File: src/rtl/spi_pkg.sv
// rtl/spi_pkg.sv - shared constants, state enum and helpers for the SPI listeners
package spi_pkg;

  localparam logic [7:0]  HDR_VAL_CMD      = 8'h00;
  localparam logic [7:0]  HDR_VAL_STATUS   = 8'h20;
  localparam logic [7:0]  HDR_MASK_DEFAULT = 8'hE0;
  localparam logic [15:0] TIMEOUT_DEFAULT  = 16'd400;

  typedef enum logic {
    IDLE,
    COLLECT
  } state_e;

  function automatic int ch_width(input int num_ch);
    return (num_ch <= 2) ? 1 : $clog2(num_ch);
  endfunction

endpackage

File: src/rtl/spi_frame_listener_if.sv
// rtl/spi_frame_listener_if.sv - byte input and frame output bundle of the frame listener
interface spi_frame_listener_if
  import spi_pkg::*;
#(
  parameter int FRAME_BYTES = 3,
  parameter int NUM_CH      = 4
);
  localparam int CH_W = ch_width(NUM_CH);

  logic                     spi_slave_data_valid;
  logic [7:0]               spi_slave_byte;
  logic [8*FRAME_BYTES-1:0] frame_data;
  logic [CH_W-1:0]          frame_ch;
  logic                     frame_valid;
  logic [NUM_CH-1:0]        ch_irq;
  logic                     timeout_err;
  logic                     chk_err;

  modport master (
    output spi_slave_data_valid, spi_slave_byte,
    input  frame_data, frame_ch, frame_valid, ch_irq, timeout_err, chk_err
  );

  modport slave (
    input  spi_slave_data_valid, spi_slave_byte,
    output frame_data, frame_ch, frame_valid, ch_irq, timeout_err, chk_err
  );

endinterface

File: src/rtl/spi_idle_timer.sv
// rtl/spi_idle_timer.sv - 16-bit idle counter with clear/enable, flags when it reaches LIMIT
module spi_idle_timer
  import spi_pkg::*;
#(
  parameter logic [15:0] LIMIT = TIMEOUT_DEFAULT
) (
  input  logic clk,
  input  logic rst_n,
  input  logic clr,
  input  logic en,
  output logic expired
);

  logic [15:0] count_q, count_d;

  assign expired = (count_q == LIMIT);

  // Saturate at LIMIT so a late abort can never see the counter wrap.
  always_comb begin
    count_d = count_q;
    if (clr) begin
      count_d = '0;
    end else if (en && !expired) begin
      count_d = count_q + 16'd1;
    end
  end

  always_ff @(posedge clk or negedge rst_n) begin
    if (!rst_n) begin
      count_q <= '0;
    end else begin
      count_q <= count_d;
    end
  end

endmodule

File: src/rtl/spi_frame_listener.sv
// rtl/spi_frame_listener.sv - assembles header-matched frames from SPI bytes and routes them to channel irqs
module spi_frame_listener
  import spi_pkg::*;
#(
  parameter int         FRAME_BYTES    = 3,
  parameter logic [7:0] HDR_VAL        = HDR_VAL_CMD,
  parameter logic [7:0] HDR_MASK       = HDR_MASK_DEFAULT,
  parameter int         TIMEOUT_CYCLES = int'(TIMEOUT_DEFAULT),
  parameter int         NUM_CH         = 4,
  parameter int         CH_LSB         = 0,
  parameter bit         CHK_EN         = 1'b0
) (
  input  logic                  clk,
  input  logic                  rst_n,
  spi_frame_listener_if.slave   bus
);

  localparam int CH_W  = ch_width(NUM_CH);
  localparam int FW    = 8 * FRAME_BYTES;
  localparam int CNT_W = 5;

  state_e            state_q, state_d;
  logic [CNT_W-1:0]  cnt_q, cnt_d;
  logic [7:0]        xor_q, xor_d;
  logic [FW-1:0]     buf_q, buf_d;
  logic [FW-1:0]     frame_data_q, frame_data_d;
  logic [CH_W-1:0]   frame_ch_q, frame_ch_d;
  logic              frame_valid_q, frame_valid_d;
  logic [NUM_CH-1:0] ch_irq_q, ch_irq_d;
  logic              timeout_err_q, timeout_err_d;
  logic              chk_err_q, chk_err_d;

  logic              valid;
  logic [7:0]        rx_byte;
  logic              hdr_match;
  logic              final_byte;
  logic [CH_W-1:0]   ch;
  logic              ch_ok;
  logic              chk_ok;
  logic              expired;

  assign valid      = bus.spi_slave_data_valid;
  assign rx_byte    = bus.spi_slave_byte;
  assign hdr_match  = ((rx_byte & HDR_MASK) == (HDR_VAL & HDR_MASK));
  assign final_byte = (cnt_q == CNT_W'(FRAME_BYTES - 1));
  assign ch         = buf_q[FW-8+CH_LSB +: CH_W];
  assign ch_ok      = (32'(ch) < 32'(NUM_CH));
  assign chk_ok     = !CHK_EN || (rx_byte == xor_q);

  spi_idle_timer #(
    .LIMIT (16'(TIMEOUT_CYCLES))
  ) u_idle_timer (
    .clk     (clk),
    .rst_n   (rst_n),
    .clr     (valid || (state_q == IDLE)),
    .en      (state_q == COLLECT),
    .expired (expired)
  );

  always_comb begin
    state_d       = state_q;
    cnt_d         = cnt_q;
    xor_d         = xor_q;
    buf_d         = buf_q;
    frame_data_d  = frame_data_q;
    frame_ch_d    = frame_ch_q;
    frame_valid_d = 1'b0;
    ch_irq_d      = '0;
    timeout_err_d = 1'b0;
    chk_err_d     = 1'b0;

    case (state_q)
      IDLE: begin
        if (valid && hdr_match) begin
          buf_d[FW-1 -: 8] = rx_byte;
          xor_d            = rx_byte;
          cnt_d            = CNT_W'(1);
          state_d          = COLLECT;
        end
      end
      COLLECT: begin
        if (valid) begin
          for (int i = 1; i < FRAME_BYTES; i++) begin
            if (cnt_q == CNT_W'(i)) begin
              buf_d[(FRAME_BYTES-1-i)*8 +: 8] = rx_byte;
            end
          end
          xor_d = xor_q ^ rx_byte;
          cnt_d = cnt_q + CNT_W'(1);
          if (final_byte) begin
            state_d = IDLE;
            cnt_d   = '0;
            xor_d   = '0;
            if (ch_ok && chk_ok) begin
              frame_data_d  = buf_d;
              frame_ch_d    = ch;
              frame_valid_d = 1'b1;
              ch_irq_d      = NUM_CH'(1) << ch;
            end else begin
              chk_err_d = 1'b1;
            end
          end
        end else if (expired) begin
          // A byte in the same cycle as expiry keeps the frame alive.
          state_d       = IDLE;
          cnt_d         = '0;
          xor_d         = '0;
          timeout_err_d = 1'b1;
        end
      end
      default: begin
        state_d = IDLE;
        cnt_d   = '0;
        xor_d   = '0;
      end
    endcase
  end

  always_ff @(posedge clk or negedge rst_n) begin
    if (!rst_n) begin
      state_q       <= IDLE;
      cnt_q         <= '0;
      xor_q         <= '0;
      buf_q         <= '0;
      frame_data_q  <= '0;
      frame_ch_q    <= '0;
      frame_valid_q <= 1'b0;
      ch_irq_q      <= '0;
      timeout_err_q <= 1'b0;
      chk_err_q     <= 1'b0;
    end else begin
      state_q       <= state_d;
      cnt_q         <= cnt_d;
      xor_q         <= xor_d;
      buf_q         <= buf_d;
      frame_data_q  <= frame_data_d;
      frame_ch_q    <= frame_ch_d;
      frame_valid_q <= frame_valid_d;
      ch_irq_q      <= ch_irq_d;
      timeout_err_q <= timeout_err_d;
      chk_err_q     <= chk_err_d;
    end
  end

  assign bus.frame_data  = frame_data_q;
  assign bus.frame_ch    = frame_ch_q;
  assign bus.frame_valid = frame_valid_q;
  assign bus.ch_irq      = ch_irq_q;
  assign bus.timeout_err = timeout_err_q;
  assign bus.chk_err     = chk_err_q;

endmodule

File: src/flat_wrapper.sv
// flat-port wrapper written by rule: the top's interface ports become plain ports
module spi_frame_listener_flat import spi_pkg::*;
#(
  parameter int         FRAME_BYTES    = 3,
  parameter logic [7:0] HDR_VAL        = HDR_VAL_CMD,
  parameter logic [7:0] HDR_MASK       = HDR_MASK_DEFAULT,
  parameter int         TIMEOUT_CYCLES = int'(TIMEOUT_DEFAULT),
  parameter int         NUM_CH         = 4,
  parameter int         CH_LSB         = 0,
  parameter bit         CHK_EN         = 1'b0
)
  (clk, rst_n, bus_spi_slave_data_valid, bus_spi_slave_byte, bus_frame_data, bus_frame_ch, bus_frame_valid, bus_ch_irq, bus_timeout_err, bus_chk_err);
  spi_frame_listener_if #(.FRAME_BYTES(FRAME_BYTES), .NUM_CH(NUM_CH)) bus_i ();
  input  logic clk;
  input  logic rst_n;
  input wire logic [$bits(bus_i.spi_slave_data_valid)-1:0] bus_spi_slave_data_valid;
  input wire logic [$bits(bus_i.spi_slave_byte)-1:0] bus_spi_slave_byte;
  output wire logic [$bits(bus_i.frame_data)-1:0] bus_frame_data;
  output wire logic [$bits(bus_i.frame_ch)-1:0] bus_frame_ch;
  output wire logic [$bits(bus_i.frame_valid)-1:0] bus_frame_valid;
  output wire logic [$bits(bus_i.ch_irq)-1:0] bus_ch_irq;
  output wire logic [$bits(bus_i.timeout_err)-1:0] bus_timeout_err;
  output wire logic [$bits(bus_i.chk_err)-1:0] bus_chk_err;
  assign bus_i.spi_slave_data_valid = bus_spi_slave_data_valid;
  assign bus_i.spi_slave_byte = bus_spi_slave_byte;
  assign bus_frame_data = bus_i.frame_data;
  assign bus_frame_ch = bus_i.frame_ch;
  assign bus_frame_valid = bus_i.frame_valid;
  assign bus_ch_irq = bus_i.ch_irq;
  assign bus_timeout_err = bus_i.timeout_err;
  assign bus_chk_err = bus_i.chk_err;
  spi_frame_listener #(.FRAME_BYTES(FRAME_BYTES), .HDR_VAL(HDR_VAL), .HDR_MASK(HDR_MASK), .TIMEOUT_CYCLES(TIMEOUT_CYCLES), .NUM_CH(NUM_CH), .CH_LSB(CH_LSB), .CHK_EN(CHK_EN)) u_core (.clk(clk), .rst_n(rst_n), .bus(bus_i));
endmodule
File: config.mk
export PLATFORM = sky130hd
export DESIGN_NAME = spi_frame_listener_flat
export DESIGN_NICKNAME = d
export VERILOG_FILES = /design/src/rtl/spi_pkg.sv /design/src/rtl/spi_frame_listener_if.sv /design/src/rtl/spi_idle_timer.sv /design/src/rtl/spi_frame_listener.sv /design/src/flat_wrapper.sv
export SDC_FILE = /design/constraint.sdc
export NUM_CORES = 1
export LEC_CHECK = 0
export ABC_AREA = 1
export BUFFER_PORTS_ARGS = -buffer_cell sky130_fd_sc_hd__buf_2
export CAP_MARGIN = 30
export CORE_MARGIN = 2
export CORE_UTILIZATION = 50
export DETAILED_ROUTE_END_ITERATION = 7
export MAX_ROUTING_LAYER = met4
export PLACE_DENSITY = 0.71
export SYNTH_ARGS = -nofsm -noshare
export SYNTH_HDL_FRONTEND = slang
export SYNTH_SLANG_ARGS = --single-unit
File: constraint.sdc
create_clock -name clk -period 2.01 [get_ports clk]
set_clock_uncertainty 0.15 [all_clocks]
set_input_delay 0.1005 -clock clk [delete_from_list [all_inputs] [get_ports clk]]
set_output_delay 0.1005 -clock clk [all_outputs]
set_load 0.02 [all_outputs]
## Yosys cells after proc, flatten, opt, wreduce, memory -nomap -nowiden

Cells that the tools add are included.
Widths: inputs -> output; s select.

| storage, ports and cells | value |
|---|---|
| flip-flop bits (word level) | 78 |
| input port bits | 11 |
| output and inout port bits | 33 |
| logic and storage cells | 52 |

| operators by class | value |
|---|---|
| add/subtract/negate cells | 2 |
| equal/unequal tests | 5 |
| shifts and indexed selects | 1 |
| muxes and demuxes | 23 |
| bitwise gates (word level) | 1 |
| reduce and logical (&&, ||, !) cells | 10 |

Operators by type and width:

| operator | count |
|---|---|
| $mux 16 | 2 |
| $mux 5 | 4 |
| $add 16x1->16 const B | 1 |
| $eq 16x9->1 const B | 1 |
| $mux 8 | 2 |
| $mux 4 | 3 |
| $mux 1 | 10 |
| $pmux 5 s2 | 1 |
| $logic_not 8->1 | 1 |
| $reduce_and 2->1 | 3 |
| $add 5x1->5 const B | 1 |
| $eq 5x1->1 const B | 1 |
| $eq 5x2->1 const B | 1 |
| $shl 1x2->4 const A | 1 |
| $ne 3x3->1 const B | 1 |
| $reduce_and 3->1 | 1 |
| $logic_and 1x1->1 | 2 |
| $ne 2x2->1 const B | 1 |
| $pmux 1 s2 | 1 |
| $reduce_bool 2->1 | 1 |
| $logic_not 1->1 | 1 |
| $logic_or 1x1->1 | 1 |
| $not 1->1 | 1 |

## Depth between registers and ports, before layout

Gate-level depths: netlist of run 1.

| logic depth | value |
|---|---|
| word-level depth | 5 |
| gate-level depth with buffers | 10 |
| gate-level depth less buffers | 10 |

## Cells and area by module

A second synthesis of run 1 with hierarchy kept.

| second synthesis, totals | value |
|---|---|
| cell total of the unflattened synthesis | 425 |
| area total of the unflattened synthesis | 3,389.5 µm² |

Modules (own cells, without submodules):

| module | times used | cells each | area an instance (µm²) | seq. area each (µm²) |
|---|---|---|---|---|
| spi_frame_listener | 1 | 262 | 2,297.2 | 1,301.2 |
| spi_idle_timer | 1 | 163 | 1,092.3 | 400.4 |

## Worst setup path after synthesis of run 1

Ideal clock, no wire load.

| path | value |
|---|---|
| path type | reg-to-reg |
| from | register u_core.u_idle_timer.count_q[0] |
| to | register u_core.u_idle_timer.count_q[8] |
| library setup time | 0.118 ns |
| arrival | 1.174 ns |
| required time | 1.742 ns |
| slack | 0.568 ns |
| stages on the path, launching flop included | 9 |
| buffers on the path | 0 |
| period minus slack after synthesis | 1.442 ns |
| cells stage by stage | dfrtp_1 > ha_1 > nand2_1 > nor2_1 > nand2_2 > nor2_1 > nand2_1 > nand2_1 > nor2_1 |

| between the ends | value |
|---|---|
| longest elaborated chain between the ends | 4 |
| elaborated cells between the ends (all ways) | 7 |
| classes of those cells | add/sub: 1; eq/ne: 1; mux: 2; reduce/logical: 3 |

RTL lines:

| item | RTL line | text |
|---|---|---|
| from (decl) | spi_idle_timer.sv:14 | `logic [15:0] count_q, count_d;` |
| from (signal assigned) | spi_idle_timer.sv:32 | `count_q <= count_d;` |
| parallel branches: the longest is 4 deep, another holds $add 16x1->16 | - |  |

Several ways; the timed one is not identified. The select of a mux whose other input is x is not followed.
A chain may end at the register's enable or synchronous reset.

## Worst setup path after layout of run 1

| path | value |
|---|---|
| from | register u_core.cnt_q[0] |
| to | register u_core.frame_data_q[12] (netlist: u_core.bus.frame_data[12]) |

| between the ends | value |
|---|---|
| longest elaborated chain between the ends | 2 |
| elaborated cells between the ends (all ways) | 4 |
| classes of those cells | eq/ne: 2; mux: 1; reduce/logical: 1 |

RTL lines:

| item | RTL line | text |
|---|---|---|
| from (decl) | spi_frame_listener.sv:23 | `logic [CNT_W-1:0] cnt_q, cnt_d;` |
| from (signal assigned) | spi_frame_listener.sv:133 | `cnt_q <= cnt_d;` |
| $eq 5x2->1 or $eq 5x1->1 (tied branches) | spi_frame_listener.sv:45, spi_frame_listener.sv:84 |  |
| $reduce_and 3->1 (no source line) or $mux 8 (tied branches) | - |  |
| to (signal assigned) | spi_frame_listener.sv:136 | `frame_data_q <= frame_data_d;` |
| to (decl) | spi_frame_listener.sv:26 | `logic [FW-1:0] frame_data_q, frame_data_d;` |

Several ways; a longest one is shown, not always the timed one.

==> results of run 1 <==
[worst paths after layout]
check / to / slack, ns / cells past startpoint
min in group clk: u_core.buf_q[19]$_DFFE_PN0P_ / 0.33 / 2
min reg2reg: u_core.buf_q[19]$_DFFE_PN0P_ / 0.33 / 2
max in group asynchronous: u_core.bus.frame_data[7]$_DFFE_PN0P_ / 1.27 / 3
max reg2reg: u_core.bus.frame_data[12]$_DFFE_PN0P_ / 0.33 / 7
max: u_core.bus.frame_data[12]$_DFFE_PN0P_ / 0.33 / 7
min: u_core.u_idle_timer.count_q[3]$_DFFE_PN0P_ / 0.16 / 3
[worst reg2reg max path: stages (launching register included)]
cell	delay, ns
dfrtp_1	0.43
inv_1	0.09
ha_1	0.19
nand3_4	0.11
nor2_8	0.29
buf_12	0.20
nor2_1	0.05
a21oi_2	0.09
[synth_stat cells, types with 2 or more instances]
library cell / number
nor3b_1: 2
clkbuf_1: 3
dfrtp_1: 68
inv_1: 33
xor2_1: 4
buf_6: 5
nor2_2: 2
nor3_1: 3
nand2_1: 93
o21ai_0: 23
ha_1: 5
buf_4: 3
nand4_1: 2
nand3_1: 16
xnor2_1: 2
a21oi_2: 9
a21oi_1: 9
nand2_2: 4
o21ai_1: 7
buf_2: 4
nor2_1: 56
[routing by layer]
layer  vias to the layer above  track usage, %  wire length [um]
li1                       1246               -                 -
met5                         -               -                 0
met4                         0            5.37                57
met2                        48            33.1              3170
met3                         5            5.37               256
met1                      1130            26.0              3040
[state kept, by name, indices dropped and copies added (netlist names)]
signal and cells:
u_core.buf_q 16, u_core.bus.ch_irq 4, u_core.bus.frame_data 24, u_core.bus.frame_valid 1
u_core.bus.timeout_err 1, u_core.cnt_q 5, u_core.state_q 1, u_core.u_idle_timer.count_q 16
[logic make-up (layout without fill, tap and decap cells)]
family / count (synthesis) / in the layout
other: 1 / 1
DFF: 68 / 68
buffers and inverters: 49 / 108
AOI/OAI and AO/OA: 50 / 50
xor gates and xnor gates: 6 / 6
and+or+nand+nor: 185 / 185
adders and majority gates: 5 / 5
[power breakdown]
part	switching (mW)	total (mW)	internal [mW]	leakage [nW]
Sequential	0.267	2.03	1.77	0.898
Clock	0.533	1.18	0.643	0.102
Combinational	1.10	1.67	0.572	0.903
Total	1.90	4.88	2.98	1.90
[area by class of cell]
class	count	area share, %
repair buffers	58	10.2
clock buffers	11	4.07
multi-input cells	247	32.4
inverters	34	3.43
flip-flops and latches	68	45.7
well taps	75	2.52
clock inverters	5	1.58
==> results.tsv, run 1 <==
stage	metric	value	unit
job	MaxCap Viol Count	0	
synthesis	area fraction of the dominant cell type after synthesis	54.1	%
critical_path	WP buf/inv	2	
synthesis	Post-Synth Adder-Cell Area	1.99	%
synthesis	simple-gate share of the synthesized area	25.3	%
critical_path	kind of critical path	reg2reg	
hold_path	worst hold path class	in2async	
synthesis	syn_nets	380	
critical_path	Worst EP arrival	1.80	ns
synthesis	Seq/Total Area, Yosys	54.1	%
synthesis	asr flop ratio synth	100	%
sta	clock period minus final worst setup slack	1.68	ns
floorplanning	DIE HEIGHT	83.3	um
final_layout	share of post-route cells with drive strength above 1	20.3	%
final_layout	final std cells w/o fill	498	
floorplanning	num rows	28	
critical_path	Crit path required time	2.13	ns
clock_tree	CTS root buffer	clkbuf_8	
synthesis	Mean Syn Cell Area	8.64	um2
synthesis	Cell Area, Synth	3150	um2
sta	Fin Hold WS	0.158	ns
synthesis	total of warnings raised by yosys	0	
sta	crit share post-route	83.8	%
grt	largest net degree at the start of global routing	69	
final_layout	commonest non-fill, non-tap cell in the layout	nand2_1	
grt	initial antenna violation count	0	
final_layout	# diodes	0	
sta	RSZ-0062 raised after global routing	no	
clock_tree	cts bufs inserted	9	
sta	TNS Setup	0	ns
grt	first-pass GRT wire length	11.1	mm
drt	drt drc	0	
clock_tree	TritonCTS clock tree	yes	
run_status	status	completed	
synthesis	synthesized instance count	364	
drt	per-cell routed wire length	13.1	um
power	Worst IR Drop VDD	0.864	mV
floorplanning	Starting Density	52.5	%
critical_path	Critical Path Source Type	flip-flop	
clock_tree	Clock Sink Count	68	
floorplanning	Die ar.	6940	um2
placed_design	Routability Congestion	0.813	
critical_path	slowest CP cell	dfrtp_1	
drt	vias per cell	4.88	
clock_tree	post-cts resize count	0	
synthesis	post-synth top area cell	dfrtp_1	
critical_path	CP Max Fanout	21	
synthesis	Cell variety after synth	32	
clock_tree	Clock Tree Buf Depth	2	
clock_tree	CTS Hold Bufs	10	
clock_tree	Setup Buffers After CTS	0	
clock_tree	Clock transition at path regs	0.08	ns
final_layout	Final Instance Area	3720	um2
sta	final hold vios	0	
critical_path	CP startpoint	u_core.cnt_q[0]$_DFFE_PN0P_	
floorplanning	num ports	44	
sta	Final setup viols	0	
critical_path	CP delay by family, top	simple AND/OR/NAND/NOR gates	
drt	routed via count	2429	
final_layout	Multi-input gate area	1210	um2
floorplanning	Core Footprint	5990	um2
grt	GR Overflow Total	0	
grt	GRT Total Usage	20.6	%
synthesis	ys flop type	dfrtp_1	
clock_tree	H-tree depth	3	
sta	Fmax	0.594	GHz
final_layout	fillers	540	
grt	vias in the first global route	2416	
drt	final WL	6.52	mm
placed_design	PortBufs	42	
final_layout	most frequent cells in the layout	nand2_1, dfrtp_1, nor2_1, buf_2, inv_1	
power	Pwr per Cell Area	1310	nW/um2
final_layout	post-layout net count	434	
final_layout	Area growth, synth to finish	18.3	%
sta	Final Worst Setup Slack	0.326	ns
synthesis	largest family of logic cells by synthesized area	simple AND/OR/NAND/NOR gates	
floorplanning	die width	83.3	um
placed_design	placed cell count	472	
critical_path	endpoint class of the critical path	flip-flop	
clock_tree	clk_lat worst skew	0.34	ns
critical_path	r2r startpoint	u_core.cnt_q[0]$_DFFE_PN0P_	
power	Design Power	4.88	mW
synthesis	Post-Synth XOR/XNOR Area	1.67	%
placed_design	DP Wirelength	4.42	mm
synthesis	post-synthesis mux area share	0	%
placed_design	dpl ws	0.337	ns
power	P_leak	1.90	nW
placed_design	DP Area	3410	um2
synthesis	largest cells by area after synthesis	dfrtp_1, nand2_1, nor2_1	
drt	Post-DRT Antenna Nets	0	
critical_path	slowest stage delay, CP	0.43	ns
sta	final slew viol count	0	
drt	Initial DRC Count	122	
final_layout	fin util	62.1	%
drt	1st-pass router iterations	4	
critical_path	worst path cell trace	inv_1, ha_1, nand3_4, nor2_8, buf_12, nor2_1, a21oi_2	
final_layout	FF+latch area	1700	um2
synthesis	EDFF count, synth	0	
synthesis	synthesized flop and latch total	68	
synthesis	Compound-Gate Fraction of Synth Area	9.23	%
No activity file was read; power rests on OpenSTA's default activity.
==> run 2: changes to the inputs <==
- ABC_AREA: 1 -> 0
- clock period: 2.01 -> 1.75 ns (I/O delays scaled with it)
==> run 2 against run 1 <==
Net effect:
- the flow now finishes with violations (negative setup slack)
- wire length increased by 2.9%
- sequential cell count unchanged
- largest cell class unchanged
- synthesized cell count decreased by 31%
- critical path depth decreased by 1
- sequential share of layout area decreased by 5.1 points
- first-iteration DRC count decreased by 29%
- worst setup slack got worse by 0.53 ns
- register-to-register slack got worse by 0.53 ns
- via count decreased by 5.6%
- synthesized area decreased by 1.7%
- clock power increased by 20%
- maximum frequency decreased by 14%
==> results.tsv, run 2 <==
stage	metric	value	unit	change
run_status	status	complete, but fails checks		
run_status	failing checks	negative setup slack		
placed_design	DP Wirelength	4.10	mm	-7.1%
clock_tree	cts bufs inserted	9		unchanged
drt	final WL	6.72	mm	+2.9%
floorplanning	DIE HEIGHT	82.6	um	-0.82%
floorplanning	die width	82.6	um	-0.82%
clock_tree	Clock Sink Count	68		unchanged
synthesis	Synth top cells by count	dfrtp_1, nor2_1		
clock_tree	TritonCTS clock tree	yes		
grt	largest net degree at the start of global routing	69		unchanged
synthesis	Cell variety after synth	43		+34%
sta	final slew viol count	0		unchanged
drt	per-cell routed wire length	15.6	um	+19%
drt	vias per cell	5.33		+9.4%
synthesis	Seq/Total Area, Yosys	55.0	%	+0.94 points
floorplanning	Die ar.	6830	um2	-1.6%
critical_path	endpoint class of the critical path	flip-flop		
power	Design Power	5.70	mW	+17%
final_layout	Area growth, synth to finish	35.3	%	
grt	initial antenna violation count	0		unchanged
grt	first-pass GRT wire length	10.4	mm	-6.0%
grt	GRT Total Usage	21.1	%	+0.53 points
critical_path	kind of critical path	reg2reg		
floorplanning	num rows	28		unchanged
synthesis	total of warnings raised by yosys	0		unchanged
final_layout	most frequent cells in the layout	dfrtp_1, buf_2, buf_4, nor2_1, mux2_4		
critical_path	Worst EP arrival	2.03	ns	+0.23 ns
critical_path	slowest stage delay, CP	0.50	ns	+0.07 ns
synthesis	synthesized instance count	251		-31%
critical_path	reg-to-reg slack, setup	-0.21	ns	-0.53 ns
grt	vias in the first global route	2211		-8.5%
drt	drt drc	0		unchanged
synthesis	post-synth top area cell	dfrtp_1		
final_layout	post-layout net count	367		-15%
synthesis	count leader, synth	dfrtp_1		
drt	Post-DRT Antenna Nets	0		unchanged
synthesis	Mean Syn Cell Area	12.3	um2	+43%
final_layout	share of post-route cells with drive strength above 1	45.4	%	+25 points
clock_tree	Clock Tree Buf Depth	2		unchanged
placed_design	Routability Congestion	0.802		-1.3%
sta	RSZ-0062 raised after global routing	yes		
clock_tree	H-tree depth	3		unchanged
critical_path	slowest CP cell	or4b_4		
clock_tree	CTS root buffer	clkbuf_8		
critical_path	CP Max Fanout	17		-19%
hold_path	worst hold path class	in2async		
job	MaxCap Viol Count	0		unchanged
power	Pwr per Cell Area	1360	nW/um2	+3.8%
power	Worst IR Drop VDD	0.881	mV	+2.0%
sta	Final Worst Setup Slack	-0.209	ns	-0.535 ns
clock_tree	clk_lat worst skew	0.34	ns	about the same
sta	TNS Setup	-5.65	ns	-5.65 ns
synthesis	Cell Area, Synth	3090	um2	-1.7%
floorplanning	num ports	44		unchanged
sta	Final setup viols	39		+39
floorplanning	Core Footprint	5960	um2	-0.58%
power	P_leak	2.04	nW	+7.0%
final_layout	# diodes	0		unchanged
synthesis	synthesized flop and latch total	68		unchanged
clock_tree	Clock transition at path regs	0.08	ns	about the same
sta	Fmax	0.511	GHz	-14%
sta	clock period minus final worst setup slack	1.96	ns	+0.275 ns
synthesis	largest cells by area after synthesis	dfrtp_1, mux2_4, mux2_2		
critical_path	worst r2r path cells	6		-1
final_layout	commonest non-fill, non-tap cell in the layout	dfrtp_1		
synthesis	syn_nets	267		-30%
synthesis	area fraction of the dominant cell type after synthesis	55.0	%	+0.94 points
floorplanning	Starting Density	51.9	%	-0.59 points
sta	final hold vios	0		unchanged
drt	routed via count	2294		-5.6%
drt	Initial DRC Count	87		-29%
synthesis	asr flop ratio synth	100	%	unchanged
sta	crit share post-route	112	%	+28 points
grt	GR Overflow Total	0		unchanged
final_layout	fillers	421		-22%
critical_path	worst path cell trace	inv_2, ha_1, or4b_4, nor2_8, buf_12, mux2_4		
critical_path	Critical Path Source Type	flip-flop		
final_layout	Largest register FFs	24		unchanged
drt	1st-pass router iterations	5		+1
synthesis	ys flop type	dfrtp_1		
placed_design	PortBufs	42		unchanged
synthesis	EDFF count, synth	0		unchanged
critical_path	Crit path required time	1.82	ns	-0.31 ns
placed_design	dpl ws	-0.285	ns	-0.622 ns
==> run 2: cell types whose count changed in the layout (fill, tap and decap cells not counted), sizes merged, moves of 4 or more <==
cell	previous run	this run
a21oi	18	14
and2	0	5
and4	0	4
buf	48	91
inv	35	4
mux2	0	28
mux2i	0	8
nand2	97	15
nand3	18	9
nor2	60	24
o21ai	31	6
==> run 2: critical path: cells and delay by family, from the launching register on <==
kind	cells	cell delay, ns
and+or+nand+nor	2	0.62
adders and majority gates	1	0.12
muxes	1	0.31
buffers and inverters	2	0.24
DFF	1	0.39
==> run 2: report_power, final <==
group	total, mW	switching, mW	internal, mW
clock network	1.42	0.626	0.797
logic	2.05	1.00	1.05
registers	2.23	0.251	1.98
total	5.70	1.88	3.82
==> run 2: area by class of cell <==
class	count	area (um2)	area share (%)
multi-input combinational	167	1430	34.2
tap	75	93.8	2.24
inverter	4	15.0	0.359
clock buffer	9	124	2.96
timing repair buffer	101	729	17.4
sequential	68	1700	40.7
clock inverter	6	90.1	2.15
==> run 2: through the flow <==
stage | util [%] | hold slack, ns | std cells | cell area (um2)
global route | 70.3 | 0.183 | 430 | 4180
global placement | 61.6 | -0.0125 | 397 | 3670
floorplan | - | -0.358 | 251 | 3150
CTS | 68.5 | 0.161 | 426 | 4080
finish | 70.3 | 0.144 | 430 | 4180
detailed placement | 61.6 | -0.0113 | 397 | 3670
==> run 2: what timing repair did <==
action / in CTS / in global routing
pin swaps: 8 / 6
hold endpoints to repair: 97 / 0
resized for setup: 14 / 20
hold buffers: 10 / 0
setup buffers: 4 / 5
gates cloned: 0 / 0
setup endpoints to repair: 45 / 49
==> run 2: worst paths after layout <==
kind                                               from                                     to
min in group clk           u_core.buf_q[22]$_DFFE_PN0P_  u_core.bus.frame_data[22]$_DFFE_PN0P_
hold reg to reg            u_core.buf_q[22]$_DFFE_PN0P_  u_core.bus.frame_data[22]$_DFFE_PN0P_
setup reg to reg            u_core.cnt_q[0]$_DFFE_PN0P_  u_core.bus.frame_data[21]$_DFFE_PN0P_
hold / removal                                    rst_n         u_core.bus.ch_irq[2]$_DFF_PN0_
max in group asynchronous                         rst_n           u_core.buf_q[22]$_DFFE_PN0P_
setup / recovery            u_core.cnt_q[0]$_DFFE_PN0P_  u_core.bus.frame_data[21]$_DFFE_PN0P_
==> run 2: routing by layer <==
| layer | vias to the layer above | GRT usage [%] | share of wire, % |
|---|---|---|---|
| met1 | 1152 | 27.0 | 46 |
| li1 | 1080 | - | - |
| met2 | 52 | 33.9 | 49 |
| met3 | 10 | 5.22 | 4.0 |
| met4 | 0 | 5.41 | 0.89 |
| met5 | - | - | 0 |
==> run 2: logic make-up (layout without fill, tap and decap cells) <==
kind of cell	Yosys count	count (layout)	synth area share, %
flops	68	68	55.0
mux	36	36	14.5
xor+xnor	10	10	2.83
buf+inv	16	120	4.05
other cells	1	1	0.121
compound gates	27	27	5.10
simple gates	88	88	16.3
fa+ha+maj	5	5	2.02
